### src/rtl/mac_pkg.sv
// Shared definitions for the MAC_512 accumulator stage.
//   DATA_W   : product / accumulator width (two's complement)
//   acc_state_t : accumulator FSM states
//   SAT_POS / SAT_NEG : clamp values used when MAC_ACC_SATURATE_EN is defined
//   CLA_GRP  : lookahead group size of the adder cell
package mac_pkg;
  localparam int DATA_W  = 32;
  localparam int CLA_GRP = 4;

  typedef enum logic {
    ACCUM = 1'b0,
    DONE  = 1'b1
  } acc_state_t;

  localparam logic [DATA_W-1:0] SAT_POS = {1'b0, {(DATA_W-1){1'b1}}};
  localparam logic [DATA_W-1:0] SAT_NEG = {1'b1, {(DATA_W-1){1'b0}}};
endpackage

### src/rtl/mac_acc_adder.sv
// Combinational carry-lookahead adder (CLA32 cell) with signed overflow.
// 4-bit lookahead groups; group carries chain between groups.
// W must be a multiple of CLA_GRP.
// Ports:
//   a_i, b_i : signed operands
//   sum_o    : a_i + b_i modulo 2^W
//   ovf_o    : signed overflow (carry into MSB != carry out of MSB)
module mac_acc_adder
  import mac_pkg::*;
#(
  parameter int W = DATA_W
) (
  input  logic [W-1:0] a_i,
  input  logic [W-1:0] b_i,
  output logic [W-1:0] sum_o,
  output logic         ovf_o
);
  localparam int NGRP = W / CLA_GRP;

  logic [W-1:0] g, p;
  logic [W:0]   c;

  assign g    = a_i & b_i;
  assign p    = a_i ^ b_i;
  assign c[0] = 1'b0;

  for (genvar k = 0; k < NGRP; k++) begin : g_grp
    localparam int B = k * CLA_GRP;
    logic grp_g, grp_p;

    assign c[B+1] = g[B] | (p[B] & c[B]);
    assign c[B+2] = g[B+1] | (p[B+1] & g[B]) | (p[B+1] & p[B] & c[B]);
    assign c[B+3] = g[B+2] | (p[B+2] & g[B+1]) | (p[B+2] & p[B+1] & g[B])
                  | (p[B+2] & p[B+1] & p[B] & c[B]);
    assign grp_g  = g[B+3] | (p[B+3] & g[B+2]) | (p[B+3] & p[B+2] & g[B+1])
                  | (p[B+3] & p[B+2] & p[B+1] & g[B]);
    assign grp_p  = &p[B+3:B];
    assign c[B+4] = grp_g | (grp_p & c[B]);
  end

  assign sum_o = p ^ c[W-1:0];
  // Equivalent to "operands share sign and result sign differs".
  assign ovf_o = c[W] ^ c[W-1];
endmodule

### src/rtl/mac_accumulator.sv
// Accumulates exactly LEN signed products per vector and holds the sum on a
// valid/ready output until consumed. Downstream of the MAC_512 multiplier.
// Optional build macro: MAC_ACC_SATURATE_EN -- clamp acc on overflow instead
// of wrapping (ovf is flagged either way).
// Ports:
//   clk, rst_n          : clock, async active-low reset
//   clear               : sync abort of the current vector (blocks in_ready)
//   in_valid/in_ready/in_data     : product beat handshake
//   out_valid/out_ready/out_data  : vector sum handshake
//   out_ovf             : sticky overflow for the current vector
//   busy                : accumulating, at least one beat accepted
module mac_accumulator
  import mac_pkg::*;
#(
  parameter int LEN = 512
) (
  input  logic              clk,
  input  logic              rst_n,
  input  logic              clear,
  input  logic              in_valid,
  input  logic [DATA_W-1:0] in_data,
  output logic              in_ready,
  output logic              out_valid,
  output logic [DATA_W-1:0] out_data,
  output logic              out_ovf,
  input  logic              out_ready,
  output logic              busy
);
  localparam int CNT_W = $clog2(LEN + 1);

  acc_state_t        state_q, state_d;
  logic [DATA_W-1:0] acc_q, acc_d;
  logic [CNT_W-1:0]  cnt_q, cnt_d;
  logic              ovf_q, ovf_d;

  logic              beat_fire, out_fire, last_beat, add_ovf;
  logic [DATA_W-1:0] addend, sum, sum_sat;

  assign in_ready  = (state_q == ACCUM) & ~clear;
  assign out_valid = (state_q == DONE);
  assign out_data  = out_valid ? acc_q : '0;
  assign out_ovf   = ovf_q;
  assign busy      = (state_q == ACCUM) & (cnt_q != '0);

  assign beat_fire = in_valid & in_ready;
  assign out_fire  = out_valid & out_ready;
  assign last_beat = (cnt_q == CNT_W'(LEN - 1));

  // Gate the operand so an X on in_data outside a fire never reaches acc.
  assign addend = beat_fire ? in_data : '0;

  mac_acc_adder #(.W(DATA_W)) u_add (
    .a_i   (acc_q),
    .b_i   (addend),
    .sum_o (sum),
    .ovf_o (add_ovf)
  );

`ifdef MAC_ACC_SATURATE_EN
  // Overflow only occurs with same-sign operands, so acc's sign gives direction.
  assign sum_sat = add_ovf ? (acc_q[DATA_W-1] ? SAT_NEG : SAT_POS) : sum;
`else
  assign sum_sat = sum;
`endif

  always_comb begin
    state_d = state_q;
    acc_d   = acc_q;
    cnt_d   = cnt_q;
    ovf_d   = ovf_q;
    if (clear) begin
      state_d = ACCUM;
      acc_d   = '0;
      cnt_d   = '0;
      ovf_d   = 1'b0;
    end else begin
      case (state_q)
        ACCUM: begin
          if (beat_fire) begin
            acc_d = sum_sat;
            ovf_d = ovf_q | add_ovf;
            if (last_beat) begin
              cnt_d   = '0;
              state_d = DONE;
            end else begin
              cnt_d = cnt_q + 1'b1;
            end
          end
        end
        DONE: begin
          if (out_fire) begin
            acc_d   = '0;
            ovf_d   = 1'b0;
            state_d = ACCUM;
          end
        end
        default: state_d = ACCUM;
      endcase
    end
  end

  always_ff @(posedge clk or negedge rst_n) begin
    if (!rst_n) begin
      state_q <= ACCUM;
      acc_q   <= '0;
      cnt_q   <= '0;
      ovf_q   <= 1'b0;
    end else begin
      state_q <= state_d;
      acc_q   <= acc_d;
      cnt_q   <= cnt_d;
      ovf_q   <= ovf_d;
    end
  end
endmodule
### config.mk
export PLATFORM = sky130hd
export DESIGN_NAME = mac_accumulator
export DESIGN_NICKNAME = d
export VERILOG_FILES = /design/src/rtl/mac_pkg.sv /design/src/rtl/mac_acc_adder.sv /design/src/rtl/mac_accumulator.sv
export SDC_FILE = /design/constraint.sdc
export NUM_CORES = 1
export LEC_CHECK = 0
export BUFFER_PORTS_ARGS = -buffer_cell sky130_fd_sc_hd__buf_4
export CAP_MARGIN = 20
export CELL_PAD_IN_SITES_DETAIL_PLACEMENT = 1
export CELL_PAD_IN_SITES_GLOBAL_PLACEMENT = 1
export CORE_UTILIZATION = 42
export CTS_BUF_LIST = sky130_fd_sc_hd__clkbuf_8 sky130_fd_sc_hd__clkbuf_16
export DETAILED_ROUTE_END_ITERATION = 6
export PLACE_DENSITY = 0.8
export REMOVE_ABC_BUFFERS = 1
export SLEW_MARGIN = 20
export SYNTH_ARGS = -nofsm -noshare
export SYNTH_HDL_FRONTEND = slang
export SYNTH_SLANG_ARGS = --single-unit
export TNS_END_PERCENT = 1
### constraint.sdc
create_clock -name clk -period 5 [get_ports clk]
set_clock_uncertainty 0.15 [all_clocks]
set_input_delay 0.75 -clock clk [delete_from_list [all_inputs] [get_ports clk]]
set_output_delay 0.75 -clock clk [all_outputs]
set_load 0.03 [all_outputs]
# == After elaboration in Yosys (flattened, before gate mapping) ==
# Index checks and enable logic that the tools add are counted.
# word_totals
wordCells,240
ramBits,0
rom_bits,0
latch_bits,0
register_bits,44
memories,0
# classes
reduce_logical,11
shift,0
div_mod_pow,0
n_mul,0
order_cmp,0
add_sub_neg,1
n_eq_ne,4
muxes,19
bitwise,201
# op_table
cell,n
32-bit two-way mux,5
1-bit bitwise AND,118
1-bit OR,77
32-bit one-hot mux with 2 select lines,1
32-bit XOR,2
10-bit two-way mux,4
32-bit bitwise AND,1
4-bit AND reduction,7
"10-bit by 1-bit adder with 10-bit output, second input constant",1
"10-bit by 9-bit == test with 1-bit output, second input constant",1
10-bit nonzero test,1
1-bit two-way mux,7
1-bit one-hot mux with 2 select lines,2
2-bit AND reduction,2
"3-bit by 2-bit inequality test with 1-bit output, second input constant",1
"3-bit inequality test, second input constant",1
"2-bit inequality test, second input constant",1
1-bit NOT,2
2-bit nonzero test,1
1-bit XOR,1

# == Depth between registers and ports, before layout ==
# logic_depth
word_depth,28
mapped_depth,18

# == Modules after synthesis ==
# From an unflattened synthesis, not the netlist that was laid out.
# hier_totals
hier_cells,370
hier_area_um2,3535.9
# by_module_without_submodules
module,area_each_um2,instances,cells_per_inst,seq_area_each_um2
mac_accumulator,2252.2,1,220,1101.1
mac_acc_adder,1283.7,1,150,0.0

# == Least setup slack after synthesis ==
# No wires, ideal clock.
# synth_timing
kind,input port to flip-flop
start,in clear
end,reg acc_q[25]
path_slack_ns,0.583
t_arrival_ns,4.171
required_time_ns,4.754
cell_stages,17
n_path_buf,3
path_cell_list,clkbuf_1 -> or2_2 -> buf_2 -> inv_1 -> clkbuf_1 -> and3_1 -> ha_1 -> a21o_1 -> a21o_1 -> a21oi_2 -> nand3_1 -> o21ai_0 -> a21oi_1 -> or2_2 -> fa_1 -> xnor2_1 -> o31ai_1
# synth_between
elab_chain_len,25
# synth_rtl
element,line_no,rtl
"start, declared",mac_accumulator.sv:19,"input logic clear,"
1-bit NOT,mac_accumulator.sv:39,assign in_ready = (state_q == ACCUM) & ~clear;
1-bit bitwise AND,mac_accumulator.sv:39,
1-bit bitwise AND,mac_accumulator.sv:45,assign beat_fire = in_valid & in_ready;
32-bit two-way mux,mac_accumulator.sv:50,assign addend = beat_fire ? in_data : '0;
32-bit XOR / 32-bit bitwise AND (equally long branches),"mac_acc_adder.sv:24, mac_acc_adder.sv:23",
1-bit bitwise AND (on tied branches),"mac_acc_adder.sv:35, mac_acc_adder.sv:36",
"1-bit OR, or another cell as far along",mac_acc_adder.sv:35,assign grp_g = g[B+3] | (p[B+3] & g[B+2]) | (p[B+3] & p[B+2] & g[B+1])
1-bit OR / 1-bit bitwise AND (equally long branches),"mac_acc_adder.sv:35, mac_acc_adder.sv:36",
(+9 left out),-,
1-bit bitwise AND,mac_acc_adder.sv:38,assign c[B+4] = grp_g | (grp_p & c[B]);
1-bit OR,mac_acc_adder.sv:38,
1-bit bitwise AND,mac_acc_adder.sv:31,assign c[B+1] = g[B] | (p[B] & c[B]);
1-bit OR,mac_acc_adder.sv:31,
32-bit XOR,mac_acc_adder.sv:41,assign sum_o = p ^ c[W-1:0];
32-bit two-way mux,mac_accumulator.sv:79,if (beat_fire) begin
32-bit one-hot mux with 2 select lines,mac_accumulator.sv:77,case (state_q)
32-bit two-way mux,mac_accumulator.sv:71,if (clear) begin
"end signal, assigned",mac_accumulator.sv:105,acc_q <= '0;
"end signal, assigned",mac_accumulator.sv:110,acc_q <= acc_d;
"end, declared",mac_accumulator.sv:32,"logic [DATA_W-1:0] acc_q, acc_d;"
# Parallel ways exist; a longest one is shown, timed or not. The select of a mux whose other input is x is not followed.
# A chain may end at the register's enable or synchronous reset.

# == Worst setup path after layout ==
# Same ends and word-level chain as after synthesis.

==> key figures <==
Status
  – Outcome: finished clean

Global route
  – GR Util met1: 0.288
  – First-pass GRT wire length: 16400 um
  – GR Util met2: 0.427
  – GRT Overall Usage: 0.236
  – Vias in the first global route: approximately 3400
  – Met3 Use GR: 0.0306
  – Antenna violations before repair: 0
  – Largest net degree at the start of global routing: 45
  – GR peak layer: met2
  – Grt total ovfl: 0

Finish
  – Fillers: 1004
  – Register Area: 0.00110 sq mm
  – Multi-input gate area: ~0.0024 sq mm
  – Most frequent cells in the layout: buf_4, dfrtp_1, nand2_1, and3_1, ha_1
  – Commonest non-fill, non-tap cell in the layout: buf_4
  – # nets final: between 500 and 600
  – Fraction of layout cells with a size suffix above 1: 0.200
  – P&R area growth vs syn: 21.4%
  – Ant. Diodes: 0

CTS
  – Post_cts resized: 0
  – Clock buffer depth: 2
  – Num CTS Buffers: 5
  – CTS sink cnt: 44
  – Cts hold-fix bufs: 0
  – Clk_lat worst skew: 300 ps
  – CTS root buf: clkbuf_8
  – Worst-path clk slew: roughly 90 ps
  – Post-CTS Setup Bufs: 0
  – CTS tree: built
  – H-tree depth reported by CTS: 2

Synth
  – Synth Flop Type: dfrtp_1
  – Synth Instances: between 400 and 500
  – Synth top area share: 0.307
  – Post-Synth Adder-Cell Area: 0.163
  – Yosys reg bits: 44
  – Yosys cell types: 48
  – Largest area contributor in the netlist: dfrtp_1
  – Synth top area cells: dfrtp_1, ha_1, and3_1
  – Fraction of the yosys area taken by sequential cells: 0.307
  – Number of flops mapped to enable cells by yosys: 0
  – Post-synthesis compound-gate area fraction: 0.200
  – Largest family of logic cells by synthesized area: simple AND/OR/NAND/NOR gates
  – Post-synthesis simple-gate area fraction: 0.248
  – Async S/R FF share, synth: 1.00
  – Mux cell area share after synthesis: 0
  – Syn avg cell area: between 8 and 9 sq um
  – XOR/XNOR Fraction of Synth Area: 0.0513
  – Mapped cell area: 0.00359 sq mm
  – Yosys warns: 0

Floorplan
  – Die width: 94.4 um
  – Die Y: ~94 um
  – Top Ports: between 70 and 80
  – Initial Util: 0.434
  – Rows: 33
  – Core box area: 0.00826 sq mm
  – Die Area: 0.00891 sq mm

Setup path
  – Setup CP Type: primary input to register
  – Cells on worst reg2reg path: 14
  – Delay-heaviest family, CP: compound AO/OA/AOI/OAI gates
  – Worst setup path startpoint: clear
  – CP required: 5060 ps
  – Crit path max fanout: 16
  – FF-to-FF setup slack: 790 ps
  – Critical path's slowest cell: o21ai_0
  – Startpoint class of the critical path: primary input
  – WP buf/inv: 2
  – Reg-to-reg endpoint: acc_q[25]
  – Reg2reg start: out_valid
  – Critical path, cell by cell: buf_4, or2_2, inv_1, and3_1, ha_1, a21o_1, a21o_1, a21oi_2, nand3_1, o21ai_0, a21oi_1, or2_2, fa_1, xnor2_1, o31ai_1
  – CP endpoint kind: register
  – Slowest stage delay, CP: 480 ps
  – Worst Path Arrival: 4500 ps

Placement
  – Final HPWL DP: 7230 um
  – Routability cong.: between 0.8 and 0.9
  – IO buf count: 72

Timing
  – Minimum clock period: 4440 ps
  – Hold Fails Final Rpt: 0
  – Worst hold slack: 304 ps
  – Pins Over Slew Limit: 0
  – Fin crit share: 0.889
  – Worst-Margin Slew: 798 ps
  – Relative slew slack: 0.464
  – Final setup viols: 0
  – Peak Freq: 225 MHz
  – Setup TNS: 0 ps
  – RSZ-0062 raised after global routing: false

Routing
  – Routed len/inst: 17.1 um
  – Iter 0 DRT Violations: 75
  – Vias per cell: 5.68
  – Via count: 3291
  – DR pass1 iterations: 4
  – Drt total wl: 9910 um
  – DRC Markers: 0
  – Post-route ant nets: 0

Job
  – Maxcap violations: 0

Min path
  – Min-Delay Path Class: primary input to asynchronous set/reset pin

Pwr
  – Maximum vdd drop: around 0.000093 V
  – LEAKAGE: 2.32 nW
  – Power per Cell Area: 198 mW/mm^2
==> synthesized netlist by cell type, types with 2 or more instances <==
master / number
a211oi_1: 3
xnor2_1: 12
or2_2: 2
a21oi_1: 16
nor2_1: 23
fa_1: 8
ha_1: 34
inv_1: 10
a211o_1: 4
nand4_1: 2
nor3_1: 3
nor2b_1: 3
a21o_1: 9
nor4_1: 3
nand3b_1: 2
dfrtp_1: 44
clkbuf_1: 18
and2_1: 33
and3_1: 38
a22o_1: 11
o31ai_1: 12
o21ai_0: 26
nand2b_1: 4
xor2_1: 9
o31a_1: 3
nand2_1: 38
o21a_1: 6
nand3_1: 10
or3_1: 2
==> per-layer routing <==
layer,up-vias,part of all wire
met5,-,0
met4,0,0.015
met3,12,0.027
met2,48,0.50
met1,1638,0.46
li1,1593,-
==> flip-flops by register name, summed over array words and instances (netlist names) <==
register	cells
cnt_q	10
out_valid	1
out_ovf	1
acc_q	32
==> kinds of logic after synthesis <==
family | count (synthesis)
AND/OR/NAND/NOR | 167
AO/OA/AOI/OAI | 104
flip-flops | 44
adder cells (fa/ha/maj) | 42
buffers and inverters | 29
XOR/XNOR | 21
==> worst register-to-register path, delay by kind of cell (launching register included) <==
family,cells,cell delay (ps)
compound gates,6,1430
simple gates,4,970
fa+ha+maj,2,710
flops,1,390
buf+inv,1,320
xor+xnor,1,150
==> worst max-delay path by stage <==
stage,slack [ps],to,cells after the start
detailed placement,240,acc_q[25],15
CTS,560,acc_q[25],15
finish,560,acc_q[25],15
floorplan,510,acc_q[25],14
global route,330,acc_q[25],15
global placement,420,acc_q[25],15
==> metrics by stage <==
step / cell area, sq um / cells / setup slack [ps] / utilization / power (mW)
floorplan: 3510 / 388 / 513 / - / 0.495
global placement: 4230 / 571 / 422 / 0.513 / 0.562
detailed placement: 4230 / 571 / 241 / 0.513 / 0.570
CTS: 4360 / 579 / 559 / 0.527 / 0.874
global route: 4360 / 579 / 328 / 0.527 / 0.905
finish: 4360 / 579 / 555 / 0.527 / 0.862
==> final cells by class <==
type	instances	area share
repair buffers	78	0.134
clock buffers	6	0.0190
multi-input cells	334	0.546
flip-flops and latches	44	0.253
well taps	105	0.0302
inverters	10	0.00862
clock inverters	2	0.00891
==> power breakdown <==
group	switching [mW]	leakage [nW]	internal, mW	total (mW)
combinational	0.0970	1.66	0.0761	0.173
clock	0.136	0.0614	0.164	0.299
sequential	0.0166	0.604	0.372	0.389
total	0.249	2.32	0.612	0.862
Power figures use the tool's default switching activity.
